--- config.mk ---
export PLATFORM = sky130hd
export DESIGN_NAME = alu_serial_exec
export DESIGN_NICKNAME = d
export VERILOG_FILES = /design/src/rtl/alu_serial_exec_pkg.sv /design/src/rtl/alu_shift_step.sv /design/src/rtl/alu_serial_exec.sv
export SDC_FILE = /design/constraint.sdc
export NUM_CORES = 1
export LEC_CHECK = 0
export ABC_AREA = 1
export CAP_MARGIN = 0
export CORE_MARGIN = 10
export CORE_UTILIZATION = 45
export CTS_CLUSTER_SIZE = 8
export DETAILED_ROUTE_END_ITERATION = 7
export SLEW_MARGIN = 30
export SYNTH_ARGS = -nofsm -noshare
export SYNTH_HDL_FRONTEND = slang
export SYNTH_SLANG_ARGS = --single-unit
--- constraint.sdc ---
create_clock -name i_clk -period 3 [get_ports i_clk]
set_input_delay 0.3 -clock i_clk [delete_from_list [all_inputs] [get_ports i_clk]]
set_output_delay 0.3 -clock i_clk [all_outputs]
set_load 0.005 [all_outputs]
--- src/rtl/alu_serial_exec_pkg.sv ---
// rtl/alu_serial_exec_pkg.sv - ALU control/shift encodings and execute FSM states
package alu_serial_exec_pkg;

  localparam logic [2:0] ALU_CTL_ADD      = 3'd0;
  localparam logic [2:0] ALU_CTL_SUB      = 3'd1;
  localparam logic [2:0] ALU_CTL_LESS_SIG = 3'd2;
  localparam logic [2:0] ALU_CTL_LESS_UNS = 3'd3;
  localparam logic [2:0] ALU_CTL_OR       = 3'd4;
  localparam logic [2:0] ALU_CTL_AND      = 3'd5;
  localparam logic [2:0] ALU_CTL_XOR      = 3'd6;
  localparam logic [2:0] ALU_CTL_SHIFT    = 3'd7;

  localparam logic [1:0] ALU_SHIFT_NONE = 2'b00;
  localparam logic [1:0] ALU_SHIFT_SLL  = 2'b01;
  localparam logic [1:0] ALU_SHIFT_SRL  = 2'b10;
  localparam logic [1:0] ALU_SHIFT_SRA  = 2'b11;

  localparam logic [0:0] ALU_EXEC_ST_IDLE  = 1'b0;
  localparam logic [0:0] ALU_EXEC_ST_SHIFT = 1'b1;

endpackage

--- src/rtl/alu_shift_step.sv ---
// rtl/alu_shift_step.sv - combinational single-step shifter feeding the shift work register
module alu_shift_step
  import alu_serial_exec_pkg::*;
#(
  parameter int XLEN = 32
) (
  input  logic [XLEN-1:0] value,
  input  logic [4:0]      amount,
  input  logic [1:0]      mode,
  output logic [XLEN-1:0] shifted
);

  always_comb begin
    shifted = value;
    case (mode)
      ALU_SHIFT_SLL:  shifted = value << amount;
      ALU_SHIFT_SRL:  shifted = value >> amount;
      ALU_SHIFT_SRA:  shifted = $signed(value) >>> amount;
      ALU_SHIFT_NONE: shifted = value;
      default:        shifted = value;
    endcase
  end

endmodule

--- src/rtl/alu_serial_exec.sv ---
// rtl/alu_serial_exec.sv - execute-stage ALU with one-cycle logic/arith ops and iterative shifts
module alu_serial_exec
  import alu_serial_exec_pkg::*;
#(
  parameter int XLEN       = 32,
  parameter int SHIFT_STEP = 4
) (
  input  logic            i_clk,
  input  logic            i_rst,
  input  logic            i_valid,
  input  logic            i_flush,
  input  logic [2:0]      i_alu_ctl,
  input  logic [1:0]      i_alu_shift,
  input  logic [XLEN-1:0] i_op_a,
  input  logic [XLEN-1:0] i_op_b,
  output logic            o_ready,
  output logic            o_valid,
  output logic [XLEN-1:0] o_result,
  output logic            o_zero
);

  localparam logic [4:0] STEP_AMT = 5'(SHIFT_STEP);

  logic [0:0]      state;
  logic [4:0]      rem;
  logic [XLEN-1:0] work;
  logic [1:0]      mode_q;

  logic [4:0]      shamt;
  logic            accept;
  logic            is_shift_op;
  logic            long_shift;

  logic [XLEN-1:0] step_val;
  logic [4:0]      step_src;
  logic [4:0]      step_amt;
  logic [1:0]      step_mode;
  logic [XLEN-1:0] step_out;
  logic [XLEN-1:0] func_result;

  assign o_ready     = (state == ALU_EXEC_ST_IDLE);
  assign shamt       = i_op_b[4:0];
  assign accept      = i_valid && o_ready && !i_flush;
  assign is_shift_op = (i_alu_ctl == ALU_CTL_SHIFT) && (i_alu_shift != ALU_SHIFT_NONE);
  assign long_shift  = is_shift_op && (shamt > STEP_AMT);

  // The single shifter serves both the first step (from operands) and later steps (from work).
  always_comb begin
    step_val  = i_op_a;
    step_src  = shamt;
    step_mode = i_alu_shift;
    if (state == ALU_EXEC_ST_SHIFT) begin
      step_val  = work;
      step_src  = rem;
      step_mode = mode_q;
    end
    step_amt = (step_src > STEP_AMT) ? STEP_AMT : step_src;
  end

  alu_shift_step #(
    .XLEN (XLEN)
  ) u_shift_step (
    .value   (step_val),
    .amount  (step_amt),
    .mode    (step_mode),
    .shifted (step_out)
  );

  always_comb begin
    func_result = '0;
    case (i_alu_ctl)
      ALU_CTL_ADD:      func_result = i_op_a + i_op_b;
      ALU_CTL_SUB:      func_result = i_op_a - i_op_b;
      ALU_CTL_LESS_SIG: func_result = {{(XLEN-1){1'b0}}, ($signed(i_op_a) < $signed(i_op_b))};
      ALU_CTL_LESS_UNS: func_result = {{(XLEN-1){1'b0}}, (i_op_a < i_op_b)};
      ALU_CTL_OR:       func_result = i_op_a | i_op_b;
      ALU_CTL_AND:      func_result = i_op_a & i_op_b;
      ALU_CTL_XOR:      func_result = i_op_a ^ i_op_b;
      ALU_CTL_SHIFT:    func_result = (i_alu_shift == ALU_SHIFT_NONE) ? i_op_a : step_out;
      default:          func_result = '0;
    endcase
  end

  always_ff @(posedge i_clk) begin
    if (i_rst) begin
      state    <= ALU_EXEC_ST_IDLE;
      rem      <= '0;
      work     <= '0;
      mode_q   <= ALU_SHIFT_NONE;
      o_valid  <= 1'b0;
      o_result <= '0;
      o_zero   <= 1'b1;
    end else begin
      o_valid <= 1'b0;
      if (i_flush) begin
        state <= ALU_EXEC_ST_IDLE;
        rem   <= '0;
      end else if (state == ALU_EXEC_ST_IDLE) begin
        if (accept) begin
          if (long_shift) begin
            work   <= step_out;
            rem    <= shamt - STEP_AMT;
            mode_q <= i_alu_shift;
            state  <= ALU_EXEC_ST_SHIFT;
          end else begin
            o_result <= func_result;
            o_zero   <= (func_result == '0);
            o_valid  <= 1'b1;
          end
        end
      end else begin
        work <= step_out;
        if (rem <= STEP_AMT) begin
          rem      <= '0;
          state    <= ALU_EXEC_ST_IDLE;
          o_result <= step_out;
          o_zero   <= (step_out == '0);
          o_valid  <= 1'b1;
        end else begin
          rem <= rem - STEP_AMT;
        end
      end
    end
  end

endmodule

==> After elaboration in Yosys (flattened, before gate mapping) <==
Index checks and enable logic that the tools add are counted.
{ "op_classes": {"add_sub_neg": 4, "magnitude_cmp": 5, "eq_ne": 12, "n_shift": 3, "mux": 30, "bitwise_logic": 5, "n_reduce_logical": 18} }
{ "ops": {"columns": ["operator", "count"], "rows": [
  ["two-way mux 32 bit", 9],
  ["case mux 32 bit (8 select lines)", 1],
  ["case mux 32 bit (4 select lines)", 1],
  ["logical NOT 32 bit", 2],
  ["less-than comparator 32 bit", 2],
  ["adder 32 bit", 1],
  ["bitwise AND 32 bit", 1],
  ["bitwise OR 32 bit", 1],
  ["<< shifter 32 x 5 -> 32 bit", 1],
  [">> shifter 32 x 5 -> 32 bit", 1],
  [">>> shifter 32 x 5 -> 32 bit", 1],
  ["subtractor 32 bit", 1],
  ["bitwise XOR 32 bit", 1],
  ["two-way mux 5 bit", 6],
  ["equality test 3 bit, second input constant", 4],
  ["two-way mux 1 bit", 12],
  ["> comparator 5 x 3 -> 1 bit, second input constant", 2],
  ["subtractor 5 x 3 -> 5 bit, second input constant", 2],
  ["AND reduction 4 bit", 2],
  ["equality test 3 x 2 -> 1 bit, second input constant", 2],
  ["nonzero test 2 bit", 3],
  ["<= comparator 5 x 3 -> 1 bit, second input constant", 1],
  ["equality test 2 bit, second input constant", 2],
  ["logical AND 1 bit", 4],
  ["other kinds (12)", 14]
]} }
{ "totals": {"register_bits": 74, "input_bits": 73, "out_inout_bits": 35, "word_cells": 84} }

==> Depth between registers and ports, before layout <==
Gate-level depths: netlist of run 1.
{ "depth": {"depth_word": 11, "mapped_depth": 26, "mapped_depth_nobuf": 25} }

==> Hierarchy <==
From an unflattened synthesis of run 1, not the netlist that was laid out.
{ "unflattened": {"cells_unflattened": 2833, "area_unflattened_um2": 14655.3} }
{ "by_module_without_submodules": {"columns": ["module", "instances", "cells_per_inst", "area_each_um2", "seq_area_each_um2"], "rows": [
  ["alu_serial_exec", 1, 1976, 10588.9, 1481.4],
  ["alu_shift_step", 1, 857, 4066.4, 0.0]
]} }

==> Least setup slack after synthesis of run 1 <==
No wires, ideal clock.
{ "synth_path": {"kind": "input -> register", "start": "input i_op_a[0]", "end": "register o_zero", "setup_ns": 0.059, "arrival_ns": 2.530, "required_ns": 2.941, "setup_slack_ns": 0.411, "path_stages": 19, "n_path_buf": 0, "cell_sequence": "ha_1 -> fa_1 -> nand3_1 -> nand2_1 -> a21boi_0 -> o21ai_0 -> nand3_1 -> nand3_1 -> a21oi_1 -> o21ai_0 -> nand2_1 -> nand2_1 -> nor2_1 -> nand2_1 -> nor2_1 -> nand3_1 -> nand2_1 -> nand2_1 -> nand2_1"} }
{ "synth_via": {"elab_chain_len": 9, "elab_cells_between_ends": 20, "cone_classes": "add/sub (2); order compare (2); shift (3); mux (8); bitwise (3); reduce/logical (2)"} }
{ "synth_lines": {"columns": ["item", "line_no", "rtl"], "rows": [
  ["start, declared", "alu_serial_exec.sv:14", "input logic [XLEN-1:0] i_op_a,"],
  ["two-way mux 32 bit", "alu_serial_exec.sv:52", "if (state == ALU_EXEC_ST_SHIFT) begin"],
  [">>> shifter 32 x 5 -> 32 bit, or another cell as far along", "alu_shift_step.sv:18", "ALU_SHIFT_SRA: shifted = $signed(value) >>> amount;"],
  ["case mux 32 bit (4 select lines)", "alu_shift_step.sv:15", "case (mode)"],
  ["two-way mux 32 bit", "alu_serial_exec.sv:79", "ALU_CTL_SHIFT: func_result = (i_alu_shift == ALU_SHIFT_NONE) ? i_op_a : step_out;"],
  ["case mux 32 bit (8 select lines)", "alu_serial_exec.sv:71", "case (i_alu_ctl)"],
  ["logical NOT 32 bit", "alu_serial_exec.sv:107", "o_zero <= (func_result == '0);"],
  ["two-way mux 1 bit", "alu_serial_exec.sv:100", "if (long_shift) begin"],
  ["two-way mux 1 bit", "alu_serial_exec.sv:99", "if (accept) begin"],
  ["two-way mux 1 bit (*)", "alu_serial_exec.sv:98", "end else if (state == ALU_EXEC_ST_IDLE) begin"],
  ["end signal, assigned", "alu_serial_exec.sv:107", null],
  ["end signal, assigned", "alu_serial_exec.sv:117", "o_zero <= (step_out == '0);"],
  ["end, declared", "alu_serial_exec.sv:19", "output logic o_zero"]
]} }
Every way passes the cells marked *; elsewhere a longest branch is shown, timed or not. The select of a mux whose other input is x is not followed.
A chain may end at the register's enable or synchronous reset.

==> Worst setup path in the final report of run 1 <==
{ "layout_path": {"start": "register state", "end": "register o_zero"} }
{ "layout_via": {"elab_chain_len": 11, "elab_cells_between_ends": 28, "cone_classes": "order compare (1); eq/ne (5); shift (3); mux (11); bitwise (1); reduce/logical (7)"} }
{ "layout_lines": {"columns": ["item", "line_no", "rtl"], "rows": [
  ["start, declared", "alu_serial_exec.sv:24", "logic [0:0] state;"],
  ["start signal, assigned", "alu_serial_exec.sv:86", "state <= ALU_EXEC_ST_IDLE;"],
  ["start signal, assigned", "alu_serial_exec.sv:96", "state <= ALU_EXEC_ST_IDLE;"],
  ["start signal, assigned", "alu_serial_exec.sv:104", "state <= ALU_EXEC_ST_SHIFT;"],
  ["two-way mux 5 bit", "alu_serial_exec.sv:52", null],
  ["> comparator 5 x 3 -> 1 bit", "alu_serial_exec.sv:57", "step_amt = (step_src > STEP_AMT) ? STEP_AMT : step_src;"],
  ["two-way mux 5 bit", "alu_serial_exec.sv:57", null],
  [">>> shifter 32 x 5 -> 32 bit, or another cell as far along", "alu_shift_step.sv:18", null],
  ["case mux 32 bit (4 select lines)", "alu_shift_step.sv:15", null],
  ["two-way mux 32 bit", "alu_serial_exec.sv:79", null],
  ["case mux 32 bit (8 select lines)", "alu_serial_exec.sv:71", null],
  ["logical NOT 32 bit", "alu_serial_exec.sv:107", null],
  ["two-way mux 1 bit", "alu_serial_exec.sv:100", null],
  ["two-way mux 1 bit", "alu_serial_exec.sv:99", null],
  ["two-way mux 1 bit", "alu_serial_exec.sv:98", null]
]} }
Several ways; a longest one is shown, not always the timed one. The select of a mux whose other input is x is not followed.

==> results of run 1 <==
==> routing by layer <==
| layer | vias to the layer above | wire, µm | global-route usage, % |
|---|---|---|---|
| li1 | 8730 | - | - |
| met4 | 0 | 4870 | 17.5 |
| met2 | 1342 | 29300 | 55.2 |
| met5 | - | 0 | 0 |
| met3 | 314 | 7310 | 4.06 |
| met1 | 8923 | 25600 | 45.4 |
==> layout by cell type, fill, tap and decap left out, types with 9 or more instances in the layout <==
cell type        netlist  layout
clkdlybuf4s50_1        0      59
ha_1                 100      60
dlymetal6s2s_1         0      48
nand2_2                6      75
a21oi_1              299     249
dfxtp_1               74      73
ha_2                   0      11
nor3_2                 1       9
buf_4                  9     534
o21ai_1               23      45
nor2_4                 1      21
o21ai_0              143     103
nand3_2                1      29
inv_1                244     183
a21oi_4                0       9
nor3_1                20      10
nand2_1              643     561
inv_2                  9      64
a21oi_2                0      41
nor2_2                 1      43
nor2_1               148      86
buf_6                  5      18
ha_4                   0      29
buf_12                 0      24
nand2_4                2      12
o22ai_1               28      28
nand4_1               57      57
clkbuf_16              0      15
o21ai_2                3      15
nand3_1              256     223
==> stage by stage <==
step | instances | util (%) | setup WS [ns]
2_1_floorplan | 2264 | - | 0.411
3_3_place_gp | 3116 | 64.7 | -0.689
3_5_place_dp | 3116 | 64.7 | -0.737
4_1_cts | 3132 | 66.4 | -0.0513
5_1_grt | 3197 | 75.4 | -0.0677
6_report | 3197 | 75.4 | 0.0327
==> final timing paths <==
check                    start      endpoint  slack, ns  depth (start not counted)
setup / recovery         state        o_zero       0.03                         19
setup reg to reg         state        o_zero       0.03                         19
hold / removal       i_op_b[1]        rem[1]       0.45                          4
hold reg to reg   o_result[29]  o_result[29]       0.47                          2
==> flip-flops by register name (all words and copies together), names as in the netlist <==
name,cells
mode_q,2
o_result,32
o_valid,1
o_zero,1
rem,5
state,1
work,32
==> logic make-up (layout without fill, tap and decap cells) <==
kind of cell,count (synthesis),in the layout
buf+inv,375,967
simple gates,1166,1166
xor+xnor,9,9
fa+ha+maj,102,102
flops,74,74
compound gates,538,538
==> worst max-delay path, delay by kind of cell, from the launching register on <==
family,cells,cell delay [ns]
AND/OR/NAND/NOR,15,1.83
flip-flops,1,0.47
buffers and inverters,2,0.35
AO/OA/AOI/OAI,2,0.24
==> final cells by class <==
type                            count  area, µm²
Multi-Input combinational cell   1815      10900
Fill cell                        2101       6610
Timing Repair Buffer              695       6100
Sequential cell                    74       1490
Inverter                          256        992
Tap cell                          341        427
Clock buffer                       10        239
Clock inverter                      6       97.6
==> synthesized netlist by cell type (8+ instances only) <==
cell      instances
nor3_1           20
buf_4             9
buf_2            29
o21ai_0         143
clkbuf_1         67
nor4_1            8
nand4_1          57
buf_1             9
o22ai_1          28
a21oi_1         299
dfxtp_1          74
o21bai_1         11
nand3_1         256
nand2_1         643
nor2_1          148
inv_1           244
o21ai_1          23
ha_1            100
inv_2             9
==> what timing repair did <==
action,in CTS,in global routing
pin swaps,2,138
setup endpoints to repair,10,31
gates resized for setup,38,541
setup buffers,0,59
gates cloned,0,6
==> report_power, final <==
part	internal, mW	switching, mW	leakage (nW)	total, mW
Clock	0.764	0.490	0.165	1.25
Combinational	1.51	1.87	9.28	3.37
Sequential	1.00	0.0162	0.599	1.02
==> impl_metrics.json, run 1 <==
{
  "status": "complete, but fails checks",
  "violations": "design-rule violations",
  "crit_path_max_fanout": 8,
  "track_usage_pct": 34.8,
  "synth_top_area_share_pct": 19.7,
  "ant_nets": 0,
  "placed_cell_area_um2": 17400,
  "async_flop_share_pct": 0,
  "io_pins": 108,
  "cts_tree": "built",
  "fin_nets": 3026,
  "period_needed_ns": 2.97,
  "portBuffers": 107,
  "overflow": 0,
  "hold_ws_ns": 0.449,
  "worst_pin_slew_ns": 0.963,
  "post-synth-top-area-cell": "nand2_1",
  "netlist_instances": 2264,
  "clock_latency_ns": 0.34,
  "numCtsBuffers": 9,
  "synthAdderAreaFrac_pct": 10.5,
  "ys_ff_latch": 74,
  "critPathSlowestCell": "dfxtp_4",
  "hold_buffers": 0,
  "cts.sinks": 74,
  "finalInstanceArea_um2": 20300,
  "core_um2": 26900,
  "setup_violations": 0,
  "syn_nets": 2439,
  "gp_congestion": 1.08,
  "drcViolationCount": 1,
  "area_growth_pct": 65.4,
  "first_pass_iters": 8,
  "ys.flop_type": "dfxtp_1",
  "wl_per_cell_um": 21.0,
  "fin_skew_ns": 0.0121,
  "hpwl_um": 49700,
  "yosys.area_share.simple_pct": 41.1,
  "cts_root_buf": "clkbuf_16",
  "synth_edf_count": 0,
  "syn_avg_cell_area_um2": 5.41,
  "wl_um": 67100,
  "cp.arrival_ns": 3.25,
  "ys_seq_area_share_pct": 12.1,
  "ir_drop_v": 0.000210,
  "hold_class": "input port to flip-flop",
  "max_stage_delay_ns": 0.47,
  "hold_viol": 0,
  "initial_core_util_pct": 45.6,
  "synth_xor_area_share_pct": 0.643,
  "finalSetupTns_ns": 0,
  "layout-drive-gt1-share_pct": 35.4,
  "path_cells": "clkinv_8 -> nand2_4 -> nand2_4 -> nand3_4 -> clkbuf_16 -> nand2_2 -> nand3_1 -> a21oi_2 -> o21ai_2 -> nand2_1 -> nand2_2 -> nand4_1 -> nor2_1 -> nand3_1 -> nor2_1 -> nand3_1 -> nand2_1 -> nand2_1 -> nand2_1",
  "clkTransAtPathRegs_ns": 0.07,
  "fin_crit_sh_pct": 98.9,
  "grt_max_degree": 70,
  "leakagePower_nw": 10.0,
  "drtIter0Drc": 2778,
  "cpMostUsedCell": "nand2_1",
  "netlist_area_um2": 12300,
  "synth_top_family_by_area": "simple AND/OR/NAND/NOR gates",
  "chipWidth_um": 185,
  "max_slew_margin_pct": 35.8,
  "critical_path_class": "flip-flop to flip-flop",
  "die_h_um": 185,
  "die_area_um2": 34200,
  "antenna_found_initial": 0,
  "antennaDiodeCount": 0,
  "fmax_mhz": 337,
  "synth_cell_types": 47,
  "power.density_nw_per_um2": 279,
  "cap_violations": 0,
  "grt_pass1_vias": 17300,
  "cp-start-kind": "flip-flop",
  "crit_required_ns": 3.28,
  "row_count": 60,
  "synth_compound_area_share_pct": 23.2,
  "critPathCaptureType": "flip-flop",
  "grt_first_pass_wirelength_um": 94200,
  "viasPerCell": 6.04,
  "yosys_warnings": 0,
  "vias": 19300,
  "synth.area.top_cells": "nand2_1 20%, a21oi_1 12%, dfxtp_1 12%, nand3_1 10%, ha_1 10%",
  "synthMuxAreaShare_pct": 0,
  "htreeDepth": 3,
  "drv_slew": 0,
  "p_total_mw": 5.65,
  "clk_path_buf_depth": 2
}
No activity file was read; power rests on OpenSTA's default activity.
==> run 2, diff against run 1 <==
--- a/config.mk
+++ b/config.mk
@@ -6,8 +6,7 @@
 export NUM_CORES = 1
 export LEC_CHECK = 0
 export ABC_AREA = 1
-export CAP_MARGIN = 0
-export CORE_MARGIN = 10
+export CAP_MARGIN = 10
 export CORE_UTILIZATION = 45
 export CTS_CLUSTER_SIZE = 8
 export DETAILED_ROUTE_END_ITERATION = 7
==> run 2 against run 1 <==
  * The run now ends clean
  * Final area decreased by 3.0%
  * Routed wire length is 6.4% lower
  * Fmax up 0.96%
  * Power down 4.8%
  * Clock power down 7%
  * Sequential cell count stayed put
  * Final cell count is 0.81% lower
  * Critical path depth shrank 2
  * Sequential share of layout area increased by 0.23 points
  * Die area fell by 19%
  * Largest power group unchanged
==> impl_metrics.json, run 2 (synthesis results as in run 1) <==
{
  "first_pass_iters": 8,
  "crit_path_max_fanout": 7,
  "core_um2": 26800,
  "viasPerCell": 5.96,
  "cts.sinks": 74,
  "antennaDiodeCount": 0,
  "grt_first_pass_wirelength_um": 91900,
  "gp_congestion": 1.05,
  "track_usage_pct": 42.0,
  "grt_pass1_vias": 17000,
  "drtIter0Drc": 2298,
  "cp.arrival_ns": 3.21,
  "max_slew_margin_pct": 38.0,
  "initial_core_util_pct": 45.7,
  "cts_tree": "built",
  "power.density_nw_per_um2": 274,
  "fin_nets": 3000,
  "antenna_found_initial": 0,
  "overflow": 0,
  "critPathSlowestCell": "dfxtp_4",
  "status": "finished clean",
  "hold_class": "input port to flip-flop",
  "numCtsBuffers": 9,
  "chipWidth_um": 167,
  "fmax_mhz": 340,
  "critPathCaptureType": "flip-flop",
  "r2r-start": "state",
  "period_needed_ns": 2.94,
  "path_cells": "buf_6 -> nand3_4 -> nand2_8 -> nand2_8 -> nor2_4 -> buf_12 -> inv_1 -> o21ai_0 -> o211ai_1 -> nand2_1 -> nand2_1 -> nand2_1 -> o21ai_1 -> buf_4 -> nand2_1 -> nand2_1 -> a21oi_1",
  "critPathCapture": "o_result[1]",
  "wl_um": 62800,
  "clock_latency_ns": 0.34,
  "fin_crit_sh_pct": 98.0,
  "crit_required_ns": 3.27,
  "portBuffers": 107,
  "cpMostUsedCell": "nand2_1",
  "ir_drop_v": 0.000244,
  "fin_skew_ns": 0.0147,
  "cts_root_buf": "clkbuf_16",
  "setup_violations": 0,
  "htreeDepth": 3,
  "wl_per_cell_um": 19.8,
  "cp-start-kind": "flip-flop",
  "clkTransAtPathRegs_ns": 0.07,
  "layout_commonest_cell": "nand2_1",
  "most-common-layout-cells": "598 x nand2_1, 511 x buf_4, 253 x a21oi_1, 229 x nand3_1, 210 x inv_1",
  "cap_violations": 0,
  "die_area_um2": 27900,
  "regToRegEndpoint": "o_result[1]",
  "min_path_cells": 4,
  "hpwl_um": 47600,
  "layout-drive-gt1-share_pct": 31.7,
  "io_pins": 108,
  "reg.largest.list": "o_result (32), work (32), rem (5)",
  "rrSetupSlack_ns": 0.06,
  "ant_nets": 0,
  "finalInstanceArea_um2": 19600,
  "leakagePower_nw": 9.67,
  "setup_ws_ns": 0.0608,
  "worst_pin_slew_ns": 0.924,
  "die_h_um": 167,
  "hold_viol": 0,
  "worst_r2r_path_depth": 17,
  "drv_slew": 0,
  "max_stage_delay_ns": 0.46,
  "vias": 18900,
  "clk_path_buf_depth": 2,
  "pre_cts_ws_ns": -0.756,
  "row_count": 60,
  "placed_cell_area_um2": 17400,
  "critical_path_class": "flip-flop to flip-flop",
  "area_growth_pct": 60.4,
  "grt_max_degree": 74,
  "cp-startpoint": "state",
  "drcViolationCount": 0
}
==> run 2: changes by cell type in the layout (fill, tap and decap cells not counted), sizes merged <==
cell           change
clkinv             -1
clkdlybuf4s50     +17
bufinv             -1
clkbuf             -2
buf               -23
dlygate4sd2        +2
clkinvlp           +2
dlymetal6s2s      -20
==> run 2: what timing repair did <==
action / 4_1_cts / 5_1_grt
buffers inserted: 1 / 38
setup endpoints to repair: 12 / 25
gates resized for setup: 66 / 378
pin swaps: 3 / 84
hold buffers: 0 / 0
cloned: 0 / 3
==> run 2: per-stage QoR <==
stage          utilization, %  hold slack, ns  TNS [ns]  cells  total power, mW
3_5_place_dp             64.9           0.459    -10.70   3113             3.71
6_report                 73.3           0.464         0   3171             5.38
2_1_floorplan               -           0.449         0   2264             2.28
5_1_grt                  73.3           0.458   -0.0956   3171             5.60
4_1_cts                  67.0           0.470         0   3130             4.91
3_3_place_gp             64.9           0.453     -9.61   3113             3.68
==> run 2: per-layer routing <==
layer | up-vias | wire, µm | GRT usage, %
li1 | 8690 | - | -
met1 | 8694 | 24700 | 55.3
met2 | 1257 | 27500 | 66.8
met3 | 255 | 6860 | 5.56
met4 | 0 | 3790 | 21.5
met5 | - | 0 | 0
==> run 2: worst min-delay path by stage <==
| stage | from | to |
|---|---|---|
| after floorplan | i_op_b[0] | rem[0] |
| after global placement | o_result[28] | o_result[28] |
| after detailed placement | o_result[0] | o_result[0] |
| after CTS | o_result[0] | o_result[0] |
| after global routing | i_op_b[1] | rem[1] |
| final | i_op_b[1] | rem[1] |
==> run 2: report_power, final <==
| part | switching, mW | leakage, nW | total, mW | internal, mW |
|---|---|---|---|---|
| Combinational | 1.77 | 8.92 | 3.19 | 1.42 |
| Sequential | 0.0162 | 0.599 | 1.02 | 1.00 |
| Clock | 0.486 | 0.147 | 1.16 | 0.678 |
==> run 2: final cells by class <==
| cell class | count | area, µm² |
|---|---|---|
| inverters | 256 | 975 |
| repair buffers | 669 | 5820 |
| clock inverters | 6 | 73.8 |
| clock buffers | 10 | 239 |
| flip-flops and latches | 74 | 1490 |
| well taps | 341 | 427 |
| multi-input cells | 1815 | 10600 |
| fillers | 2277 | 7150 |
==> run 2: worst max-delay path: cells and delay by family, from the launching register on <==
kind	cells	cell delay (ns)
AND/OR/NAND/NOR	9	1.05
AO/OA/AOI/OAI	4	0.75
buffers and inverters	4	0.59
flip-flops	1	0.46
